==> config.mk <==
export PLATFORM = sky130hd
export DESIGN_NAME = pipeline_hazard_controller
export DESIGN_NICKNAME = d
export VERILOG_FILES = /design/src/rtl/pipeline_hazard_controller.sv
export SDC_FILE = /design/constraint.sdc
export NUM_CORES = 1
export LEC_CHECK = 0
export CORE_UTILIZATION = 35
export CTS_BUF_LIST = sky130_fd_sc_hd__clkbuf_8
export CTS_CLUSTER_DIAMETER = 50
export CTS_CLUSTER_SIZE = 30
export DETAILED_ROUTE_END_ITERATION = 12
export PLACE_DENSITY_LB_ADDON = 0.25
export SLEW_MARGIN = 20
export SYNTH_ARGS = -nofsm -noshare
export SYNTH_HDL_FRONTEND = slang
export SYNTH_SLANG_ARGS = --single-unit
==> constraint.sdc <==
create_clock -name clk -period 2.8 [get_ports clk]
set_input_delay 0.42 -clock clk [delete_from_list [all_inputs] [get_ports clk]]
set_output_delay 0.42 -clock clk [all_outputs]
set_load 0.01 [all_outputs]
==> src/rtl/pipeline_hazard_controller.sv <==
// Stall/flush sequencer for the 5-stage MIPS pipeline: load-use detection,
// branch squash, and scheduling of the shared multi-cycle mult/div unit.
module pipeline_hazard_controller #(
    parameter int MUL_LAT = 4,
    parameter int DIV_LAT = 12,
    parameter int CNT_W   = 16
) (
    input  logic             clk,
    input  logic             reset,
    input  logic [4:0]       id_rs,
    input  logic [4:0]       id_rt,
    input  logic             id_uses_rt,
    input  logic             ex_memread,
    input  logic [4:0]       ex_rt,
    input  logic             branch_taken,
    input  logic             id_md_start,
    input  logic             id_md_is_div,
    input  logic             id_reads_hilo,
    output logic             pc_hold,
    output logic             ifid_hold,
    output logic             ifid_flush,
    output logic             idex_bubble,
    output logic             md_busy,
    output logic             md_done,
    output logic             md_is_div,
    output logic [CNT_W-1:0] stall_cycles
);

    localparam int MAX_LAT = (MUL_LAT > DIV_LAT) ? MUL_LAT : DIV_LAT;
    localparam int LAT_W   = $clog2(MAX_LAT + 1);

    typedef enum logic [1:0] {
        IDLE,
        BUSY,
        DONE
    } state_t;

    state_t           state, state_nx;
    logic [LAT_W-1:0] cnt, cnt_nx;
    logic             is_div_nx;
    logic             lu, ms, stall, accept;

    // Register 0 is hard-wired to zero, so a load targeting it never creates a dependence.
    assign lu = ex_memread && (ex_rt != 5'd0) &&
                ((ex_rt == id_rs) || (id_uses_rt && (ex_rt == id_rt)));
    assign ms     = (state == BUSY) && (id_md_start || id_reads_hilo);
    assign stall  = lu || ms;
    assign accept = id_md_start && !stall && (state != BUSY);

    // Combinational controls are forced low while reset is held so the pipeline sees a clean idle.
    assign pc_hold     = stall && !reset;
    assign ifid_hold   = stall && !reset;
    assign idex_bubble = stall && !reset;
    assign ifid_flush  = branch_taken && !stall && !reset;
    assign md_busy     = (state == BUSY);
    assign md_done     = (state == DONE);

    always_comb begin
        // NOTE: every target gets a default first so no path leaves a latch behind.
        state_nx  = state;
        cnt_nx    = cnt;
        is_div_nx = md_is_div;
        unique case (state)
            IDLE, DONE: begin
                if (accept) begin
                    state_nx  = BUSY;
                    cnt_nx    = id_md_is_div ? LAT_W'(DIV_LAT) : LAT_W'(MUL_LAT);
                    is_div_nx = id_md_is_div;
                end else begin
                    state_nx = IDLE;
                end
            end
            BUSY: begin
                if (cnt == LAT_W'(1)) begin
                    state_nx = DONE;
                    cnt_nx   = '0;
                end else begin
                    cnt_nx = cnt - LAT_W'(1);
                end
            end
            default: state_nx = IDLE;
        endcase
    end

    always_ff @(posedge clk or posedge reset) begin
        // NOTE: sequential state uses non-blocking assignments so all flops update together.
        if (reset) begin
            state     <= IDLE;
            cnt       <= '0;
            md_is_div <= 1'b0;
        end else begin
            state     <= state_nx;
            cnt       <= cnt_nx;
            md_is_div <= is_div_nx;
        end
    end

    // Saturating performance counter: holds at all-ones rather than wrapping.
    always_ff @(posedge clk or posedge reset) begin
        if (reset) begin
            stall_cycles <= '0;
        end else if (pc_hold && (stall_cycles != '1)) begin
            stall_cycles <= stall_cycles + CNT_W'(1);
        end
    end

endmodule

-- After elaboration in Yosys (flattened, before gate mapping)
Cells that the tools add are included.
- flip-flop bits (word level): 23
- output and inout bits: 23
- logic and storage cells: 43
- reduce and logical (&&, ||, !) cells: 21
- mux-type cells: 7
- equality and inequality tests: 9
- add/sub/neg operators: 2
- operators with widths (operator ; count):
    $add A16 B1 Y16 const B ; 1
    $ne A16 B16 Y1 const B ; 1
    $mux W4 ; 3
    $eq A5 B5 Y1 ; 2
    $logic_and A1 B1 Y1 ; 10
    $pmux W4 S2 ; 1
    $reduce_bool A5 Y1 ; 1
    $eq A4 B1 Y1 const B ; 1
    $ne A2 B1 Y1 const B ; 2
    $pmux W2 S2 ; 1
    $reduce_and A2 Y1 ; 2
    $sub A4 B1 Y4 const B ; 1
    $logic_or A1 B1 Y1 ; 3
    $eq A2 B1 Y1 const B ; 1
    $eq A2 B2 Y1 const B ; 1
    $logic_not A1 Y1 ; 2
    $logic_not A2 Y1 ; 1
    $mux W2 ; 1
    $ne A2 B2 Y1 const B ; 1
    $reduce_bool A2 Y1 ; 1
    $reduce_or A2 Y1 ; 1
    $mux W1 ; 1

-- Longest topological paths before layout
Gate-level depths: netlist of run 1.
- depth after elaboration: 10
- gate-level depth with buffers: 8
- depth with buffers taken out: 7

-- Worst setup path after synthesis of run 1
No wires, ideal clock.
- path type: register to register
- start point: register stall_cycles[0]
- end point: register stall_cycles[1]
- buffers on the path: 1
- stages on the path, launching flop included: 8
- period minus slack after synthesis: 2193 ps
- slack: 607 ps
- data arrival time: 2068 ps
- setup time: 125 ps
- data required time: 2675 ps
- path through: dfrtp_1 ha_1 and4_1 and3_4 buf_6 a2111oi_4 o21bai_4 mux2_2
- longest elaborated chain between the ends: 2
- elaborated cells on any way between the ends: 3
- RTL lines (element ; RTL line ; source):
    start, declared ; 26 ; output logic [CNT_W-1:0] stall_cycles
    start signal, assigned ; 103 ; stall_cycles <= stall_cycles + CNT_W'(1);
    parallel branches: the longest is 2 deep, another holds $add A16 B1 Y16 ; - ;
Parallel ways; which one is timed is not known.
A chain may end at the register's enable or synchronous reset.

-- Final worst setup path of run 1
- start point: input ex_rt[1]
- end point: output ifid_flush
- longest elaborated chain between the ends: 8
- elaborated cells on any way between the ends: 11
- RTL lines (element ; RTL line ; source):
    start, declared ; 14 ; input logic [4:0] ex_rt,
    $eq A5 B5 Y1 ; 45 ; ((ex_rt == id_rs) || (id_uses_rt && (ex_rt == id_rt)));
    $logic_and A1 B1 Y1 ; 45 ;
    $logic_or A1 B1 Y1 ; 45 ;
    $logic_and A1 B1 Y1 (*) ; 44 ; assign lu = ex_memread && (ex_rt != 5'd0) &&
    $logic_or A1 B1 Y1 (*) ; 47 ; assign stall = lu || ms;
    $logic_not A1 Y1 (*) ; 54 ; assign ifid_flush = branch_taken && !stall && !reset;
    $logic_and A1 B1 Y1 (*) (2 in a row) ; 54 ;
    end, declared ; 21 ; output logic ifid_flush,
Every way passes the cells marked *; elsewhere a longest branch is shown, timed or not.

==> metrics, run 1 <==
final setup vio count=0; Final GP Congestion=0.8422; max-cap violations=0; Worst path max stage delay=0.55 ns; layout cells sized above 1=13.90%; critical hold path startpoint=stall_cycles[8]; Detail Route Antenna Nets=0; CP max-delay cell=or4_1; Period Utilization, post-route=94.32%; Routed WL=3034 µm; clk_lat worst skew=0.26 ns; power density cells=692.2 nW/µm²; number of vias per cell=5.000; clock skew=0.005676 ns; Comb pwr share=46.4%; Area contributors post-synth=dfrtp_1 (43%), xnor2_1 (8.5%), xor2_1 (7.8%); CP cell instances=clkdlybuf4s50_1, or4_1, o21ai_2, o22ai_2, buf_4, nor3b_2, clkbuf_2; # rows=22; Initial Utilization=36.74%; DRT iter0 DRCs=35; WP data arrival=2.22 ns; vias in the first global route=1169; highest clock rate=0.3787 GHz; Hold Worst Slack=0.4906 ns; residual DRC count=0; Synth cell types=37; clock slew at the register clock pins of the worst setup and hold paths=0.08 ns; final cell count without fillers=235; fillers=332; largest net degree at the start of global routing=25; Sequential cell area=575.6 µm²; Hold Crit Class=reg -> reg; core area=3661 µm²; hold endpoint=stall_cycles[8]; CTS Sinks=23; via count=1175; r2r setup slk=0.55 ns; Reg-to-Reg Start=stall_cycles[0]; first-pass GRT wire length=5092 µm; Worst setup SP type=input port; Cell Area, Synth=1345 µm²; Synth top area share=42.79%; Seq/Total Area, Yosys=42.79%; commonest cells in the netlist=dfrtp_1 (23), xnor2_1 (13), xor2_1 (12); R2R cell count=6; count of input and output buffers=45; post-placement cell count=226; Slew Viols, Final=0; Sw Share=35.93%; First-pass DRT Iterations=4; clock share of power=14.8%; share of power burned in registers=38.9%; post-route cell area=1963 µm²; min Tclk post-route=2.641 ns; Syn Area/Cell=10.35 µm²; Syn-to-layout area delta=45.95%; die height=63.99 µm; multi-input combinational cell area=716.9 µm²; cts bufs inserted=3; final hold vios=0; Worst Setup End Kind=output port; Die ar.=4095 µm²; worst-margin pin slew=0.6034 ns; H-tree depth=1; placed inst area=1882 µm²; post-synthesis cell count=130; Net Sw Power=0.4882 mW; Final #Nets=214; most common cell in the synthesized netlist=dfrtp_1; gr usage total=15.84%; CTS tree=done; Post-synth EDFFs=0; worst relative slew slack=59.51%; Max FO, Critical Path=3; required time worst endpoint=2.38 ns; Crit Path Class=in -> out; initial antenna violation count=0; yosys warns=0; I/O Pins=46; Clock Path Buffers=2; Post-DP HPWL=2352 µm; root buffer cell=clkbuf_8; async set-or-reset flop fraction in the synthesized netlist=100.0%; P_int=0.8707 mW; reg2reg end=stall_cycles[1]; flops & latches, synth=23; leakage power=0.8435 nW; WL/cell=12.91 µm; most frequently used flop master after synthesis=dfrtp_1; Synthesized Nets=156; Hold Path Stages=1; status=finished, final reports clean; GRT overflow=0; Synth area leader=dfrtp_1; peak supply drop=0.5085 mV; hold_buf cts=0; die width=63.99 µm; RSZ-0062 raised after global routing=no; antenna cell count=0
[flip-flops by register name, summed over array words and instances (netlist names)]
name and count:
state 2, md_is_div 1, stall_cycles 16, cnt 4
[cell type report]
type / count / area share, %
tap: 48 / 3.059
sequential: 23 / 29.32
inverter: 7 / 1.338
clock buffer: 3 / 2.103
clock inverter: 1 / 0.1912
multi-input combinational: 95 / 36.52
timing repair buffer: 58 / 27.47
[worst max-delay path by stage]
stage                                  to             from  depth (start not counted)  slack (ns)
after detailed placement        ifid_hold         ex_rt[2]                          8       -0.26
after CTS                      ifid_flush         ex_rt[1]                          7        0.01
after global placement        idex_bubble         ex_rt[2]                          8       -0.20
after floorplan           stall_cycles[1]  stall_cycles[0]                          7        0.61
after global routing           ifid_flush         ex_rt[1]                          7        0.05
final                          ifid_flush         ex_rt[1]                          7        0.16
[through the flow]
step | setup slack (ns) | TNS, ns | power, mW | util [%]
finish | 0.1592 | 0 | 1.359 | 53.62
global route | 0.05412 | 0 | 1.460 | 53.62
CTS | 0.01138 | 0 | 1.372 | 53.73
detailed placement | -0.2623 | -1.001 | 1.132 | 51.40
global placement | -0.2045 | -0.8129 | 1.104 | 51.40
floorplan | 0.6074 | 0 | 0.8494 | -
[logic make-up after synthesis]
family,after synthesis,share of synthesized area (%)
buffers and inverters,12,4.465
muxes,1,0.8371
DFF,23,42.79
AOI/OAI and AO/OA,15,10.70
adders and majority gates,3,2.791
xor gates and xnor gates,25,16.28
and+or+nand+nor,51,22.14
[cell usage in the layout (no fill, tap or decap), types with 2 or more instances in the layout]
cell type / instances
a211o_1: 3
and3_1: 3
and4_1: 3
buf_4: 13
clkbuf_8: 3
clkdlybuf4s50_1: 41
dfrtp_1: 23
dlygate4sd2_1: 3
ha_1: 3
inv_1: 8
nand2_1: 11
nand3_1: 11
nand4_1: 3
nand4b_1: 2
nor2_1: 3
nor2b_1: 3
nor3_1: 4
nor3b_2: 2
o21ai_0: 3
xnor2_1: 13
xor2_1: 12
[worst max-delay path: cells and delay by family]
family | cells | cell delay (ns)
AOI/OAI and AO/OA | 2 | 0.29
buffers and inverters | 3 | 0.79
and+or+nand+nor | 2 | 0.72
[per-layer routing]
| metal | share of wire, % | vias to the layer above | wire length (µm) | track usage [%] |
|---|---|---|---|---|
| li1 | - | 566 | - | - |
| met1 | 41 | 578 | 1230 | 17.06 |
| met2 | 54 | 25 | 1643 | 30.19 |
| met3 | 4.1 | 6 | 124 | 4.107 |
| met4 | 1.2 | 0 | 36 | 3.977 |
| met5 | 0 | - | 0 | 0 |
[power groups by stage]
stage	Sequential (mW)	Combinational, mW	Clock (mW)
2_1_floorplan	0.543	0.307	0
3_3_place_gp	0.529	0.575	0
3_5_place_dp	0.534	0.598	0
4_1_cts	0.530	0.637	0.206
5_1_grt	0.544	0.693	0.223
6_report	0.528	0.630	0.201
[timing repair]
item | CTS | global route
pin swaps | 3 | 0
gates resized for setup | 6 | 2
setup buffers | 5 | 0
setup endpoints to repair | 4 | 1
(Power assumes the default switching activity.)
==> run 2, diff against run 1 <==
Settings changed: GPL_TIMING_DRIVEN set to 0.
==> run 2 against run 1 <==
Sequential power about the same. Critical path type unchanged. Sequential share of layout area up 0.094 points. Combinational power shrank 3%. Wire length grew 0.46%. Count of clock-buffer cells in the layout is the same. Utilization down 0.17 points. Flip-flop and latch count unchanged. Clock power about the same. Global-route usage rose by 0.51 points.
==> metrics, run 2 (synthesis gave the netlist of run 1 again) <==
final setup TNS=0 ns (unchanged); core area=3661 µm² (unchanged); Final GP Congestion=0.8092 (-3.9%); min Tclk post-route=2.672 ns (+0.03158 ns); Die ar.=4095 µm² (unchanged); Max FO, Critical Path=3 (unchanged); antenna cell count=0 (unchanged); number of vias per cell=4.845 (-3.1%); required time worst endpoint=2.38 ns (about the same); vias in the first global route=1124 (-3.8%); DRT iter0 DRCs=67 (+91%); Routed WL=3048 µm (+0.46%); commonest non-fill, non-tap cell in the layout=clkdlybuf4s50_1; first-pass GRT wire length=5181 µm (+1.7%); peak supply drop=0.4710 mV (-7.4%); Syn-to-layout area delta=45.49%; Hold Crit Class=in -> async; Worst Setup End Kind=output port; root buffer cell=clkbuf_8; cts bufs inserted=3 (unchanged); GRT overflow=0 (unchanged); power density cells=685.2 nW/µm² (-1.0%); Slew Viols, Final=0 (unchanged); Period Utilization, post-route=95.44% (+1.1 points); count of input and output buffers=44 (-2.2%); CTS Sinks=23 (unchanged); residual DRC count=0 (unchanged); CTS tree=done; post-placement cell count=222 (-1.8%); Clock Path Buffers=2 (unchanged); hold_buf cts=0 (unchanged); Final #Nets=211 (-1.4%); worst-margin pin slew=0.6126 ns (+0.009249 ns); clk_lat worst skew=0.26 ns (about the same); WP data arrival=2.25 ns (+0.03 ns); Detail Route Antenna Nets=0 (unchanged); final hold vios=0 (unchanged); clock slew at the register clock pins of the worst setup and hold paths=0.08 ns (about the same); Crit Path Class=in -> out; layout cells sized above 1=13.59% (-0.32 points); final setup vio count=0 (unchanged); die height=63.99 µm (unchanged); Worst setup SP type=input port; WL/cell=13.14 µm (+1.8%); clock skew=0.006484 ns (+0.0008078 ns); via count=1124 (-4.3%); final cell count without fillers=232 (-1.3%); worst relative slew slack=59.16% (-0.35 points); largest net degree at the start of global routing=26 (+4.0%); # rows=22 (unchanged); initial antenna violation count=0 (unchanged); highest clock rate=0.3742 GHz (-1.2%); leakage power=0.8381 nW (-0.64%); final core occ=53.45% (-0.17 points); max reg flops=16 (unchanged); largest register by flop count=stall_cycles; most frequent cells in the layout=clkdlybuf4s50_1 (36), dfrtp_1 (23), xnor2_1 (13), xor2_1 (12); H-tree depth=1 (unchanged); Initial Utilization=36.74% (unchanged); Place WS=-0.5101 ns (-0.2479 ns); setup ws final=0.1276 ns (-0.03158 ns); die width=63.99 µm (unchanged); gr usage total=16.35% (+0.51 points); biggest regs=stall_cycles: 16 flops, cnt: 4 flops, state: 2 flops; First-pass DRT Iterations=4 (unchanged); RSZ-0062 raised after global routing=no; Post-DP HPWL=2260 µm (-3.9%); status=finished, final reports clean; I/O Pins=46 (unchanged); max-cap violations=0 (unchanged)
## run 2: cell count changes in the layout (fill, tap and decap cells not counted), moves of 2 or more
cell,previous run,this run
buf_4,13,8
clkbuf_1,0,2
clkdlybuf4s50_1,41,36
dlygate4sd2_1,3,6
## run 2: power by group
group          leakage (nW)  switching, mW  internal (mW)
registers             0.293         0.0971          0.430
clock network        0.0269          0.103         0.0978
logic                 0.518          0.281          0.332
total                 0.838          0.482          0.859
## run 2: through the flow
step	power [mW]	hold slack (ns)	cell area [µm²]
3_5_place_dp	1.118	0.4856	1846
6_report	1.341	0.3689	1957
3_3_place_gp	1.099	0.4754	1846
2_1_floorplan	0.8494	0.4688	1345
5_1_grt	1.449	0.4264	1957
4_1_cts	1.359	0.5040	1946
## run 2: per-layer routing
metal	track usage, %	vias to the layer above	share of wire, %
li1	-	563	-
met3	4.464	2	3.7
met2	28.06	21	51
met4	3.693	0	0.43
met1	20.27	538	45
met5	0	-	0
## run 2: worst max-delay path: stages
cell	delay (ns)
clkdlybuf4s50_1	0.57
xor2_1	0.18
nor3_1	0.08
a32oi_2	0.21
o22ai_2	0.14
buf_4	0.17
nor3b_1	0.18
dlygate4sd2_1	0.29
## run 2: final timing paths
| kind | startpoint | endpoint | slack [ns] | cells past startpoint |
|---|---|---|---|---|
| max | ex_rt[0] | ifid_flush | 0.13 | 8 |
| min | reset | stall_cycles[8] | 0.37 | 2 |
| max reg2reg | stall_cycles[0] | stall_cycles[1] | 0.46 | 7 |
| min reg2reg | stall_cycles[13] | stall_cycles[13] | 0.50 | 1 |
| max in group asynchronous | reset | cnt[3] | 2.03 | 2 |
| min in group clk | stall_cycles[13] | stall_cycles[13] | 0.50 | 1 |
## run 2: cell type report
cell class              instances  area, µm²
flip-flops and latches         23      575.6
well taps                      48      60.06
repair buffers                 49      470.5
clock inverters                 1      3.754
fillers                       354       1704
repair inverters                1      5.005
plain buffers                   5      33.78
clock buffers                   3      41.29
inverters                       7      30.03
multi-input cells              95      737.0
## run 2: repair_timing
| action | in CTS | in global routing |
|---|---|---|
| setup buffers | 5 | 0 |
| endpoints found under the setup margin | 4 | 1 |
| pin swaps | 4 | 3 |
| cloned | 0 | 1 |
| resized for setup | 12 | 2 |
==> run 3, diff against run 2 <==
Settings changed: CORE_ASPECT_RATIO set to 0.6.
==> run 3 against run 2 <==
Die area increased by 0.21%. Wire length rose by 5.5%. Register-to-register slack is essentially flat. Cell count is 0.43% lower. Via count increased by 2.8%. Combinational power increased by 2%. Count of clock-buffer cells in the layout is the same. Largest power group unchanged. Highest routed layer unchanged.
==> metrics, run 3 (synthesis gave the netlist of run 1 again) <==
CTS Sinks=23 (unchanged); final cell count without fillers=231 (-0.43%); CP startpoint=ex_rt[1]; required time worst endpoint=2.38 ns (about the same); peak supply drop=0.4600 mV (-2.3%); Tot Pwr=1.365 mW (+1.8%); number of vias per cell=5.004 (+3.3%); clock share of power=15.4% (+0.4 points); count of input and output buffers=44 (unchanged); clk_lat worst skew=0.27 ns (about the same); Hold Worst Slack=0.3904 ns (+0.02158 ns); root buffer cell=clkbuf_8; Clock Path Buffers=2 (unchanged); post-placement cell count=221 (-0.45%); Max FO, Critical Path=3 (unchanged); Place WS=-0.5353 ns (-0.02518 ns); Final GP Congestion=0.7377 (-8.8%); highest clock rate=0.3747 GHz (+0.13%); largest net degree at the start of global routing=26 (unchanged); clock slew at the register clock pins of the worst setup and hold paths=0.09 ns (about the same); core area=3680 µm² (+0.51%); worst-margin pin slew=0.6442 ns (+0.03164 ns); vias in the first global route=1170 (+4.1%); via count=1156 (+2.8%); RSZ-0062 raised after global routing=no; worst relative slew slack=57.05% (-2.1 points); Sw Share=37.16% (+1.2 points); gr usage total=17.94% (+1.6 points); clock skew=0.004495 ns (-0.001990 ns); cts bufs inserted=3 (unchanged); setup ws final=0.1311 ns (+0.003509 ns); Die ar.=4103 µm² (+0.21%); Worst Setup End Kind=output port; Post-DP HPWL=2297 µm (+1.7%); largest register by flop count=stall_cycles; Net Sw Power=0.5072 mW (+5.3%); WL/cell=13.92 µm (+5.9%); initial antenna violation count=0 (unchanged); H-tree depth=1 (unchanged); I/O Pins=46 (unchanged); CTS tree=done; max reg flops=16 (unchanged); Detail Route Antenna Nets=0 (unchanged); commonest non-fill, non-tap cell in the layout=clkdlybuf4s50_1; status=finished, final reports clean; die width=82.03 µm (+28%); Period Utilization, post-route=95.32% (-0.13 points); Hold Crit Class=in -> async; final setup vio count=0 (unchanged); GRT overflow=0 (unchanged); share of power burned in registers=38.9% (-0.4 points); most frequent cells in the layout=clkdlybuf4s50_1 (35), dfrtp_1 (23), xnor2_1 (13), xor2_1 (12); power density cells=698.3 nW/µm² (+1.9%); min Tclk post-route=2.669 ns (-0.003509 ns); P_int=0.8575 mW (-0.20%); first-pass GRT wire length=5464 µm (+5.5%); fillers=356 (+0.56%); # rows=17 (-23%); Slew Viols, Final=0 (unchanged); Crit Path Class=in -> out; max-cap violations=0 (unchanged); residual DRC count=0 (unchanged); biggest regs=stall_cycles: 16 flops, cnt: 4 flops, state: 2 flops; die height=50.02 µm (-22%); Worst setup SP type=input port; final hold vios=0 (unchanged); final core occ=53.11% (-0.34 points); Reg-to-Reg Start=stall_cycles[0]; leakage power=0.8362 nW (-0.23%); DRT iter0 DRCs=41 (-39%); WP data arrival=2.25 ns (about the same); layout cells sized above 1=13.59% (unchanged); Routed WL=3215 µm (+5.5%); Initial Utilization=36.55% (-0.19 points); Syn-to-layout area delta=45.30%; First-pass DRT Iterations=4 (unchanged); Comb pwr share=45.7% (about the same); antenna cell count=0 (unchanged); Final #Nets=211 (unchanged)
run 3: final timing paths:
check	endpoint	slack [ns]	cells past startpoint
max in group asynchronous	stall_cycles[14]	2.01	2
hold reg to reg	stall_cycles[8]	0.50	1
setup reg to reg	stall_cycles[1]	0.47	7
setup / recovery	ifid_flush	0.13	7
hold / removal	stall_cycles[2]	0.39	2
min in group clk	stall_cycles[8]	0.50	1
run 3: metal layers:
layer,up-vias,wire [µm],track usage [%]
met3,4,149,5.370
met1,564,1652,24.34
li1,562,-,-
met4,0,27,4.094
met5,-,0,0
met2,26,1387,27.82
run 3: final cells by class:
type,instances,area (µm²),share of cell area (%)
repair buffers,49,469.2,24.01
flip-flops and latches,23,575.6,29.45
well taps,47,58.81,3.009
repair inverters,1,5.005,0.2561
clock buffers,3,41.29,2.113
plain buffers,5,33.78,1.729
multi-input cells,95,737.0,37.71
inverters,7,30.03,1.536
clock inverters,1,3.754,0.1921
run 3: worst max-delay path: stages:
cell and delay [ns]:
dlygate4sd2_1 0.28, or4_4 0.56, o21ai_4 0.19, o22ai_2 0.12
buf_4 0.18, nor3b_1 0.19, dlygate4sd2_1 0.31
run 3: stage by stage:
step	setup TNS [ns]	area, µm²
floorplan	0	1345
global placement	-1.841	1844
detailed placement	-1.958	1844
CTS	0	1943
global route	0	1954
finish	0	1954
run 3: power groups by stage:
stage	combinational, mW	clock (mW)	sequential [mW]
finish	0.624	0.210	0.531
global placement	0.574	0	0.532
detailed placement	0.583	0	0.536
floorplan	0.307	0	0.543
global route	0.682	0.230	0.553
CTS	0.621	0.216	0.531
run 3: repair_timing:
action	4_1_cts	5_1_grt
buffers inserted	5	0
pin swaps	4	0
setup endpoints to repair	4	4
resized for setup	13	2
cloned	0	1
hold buffers	0	0
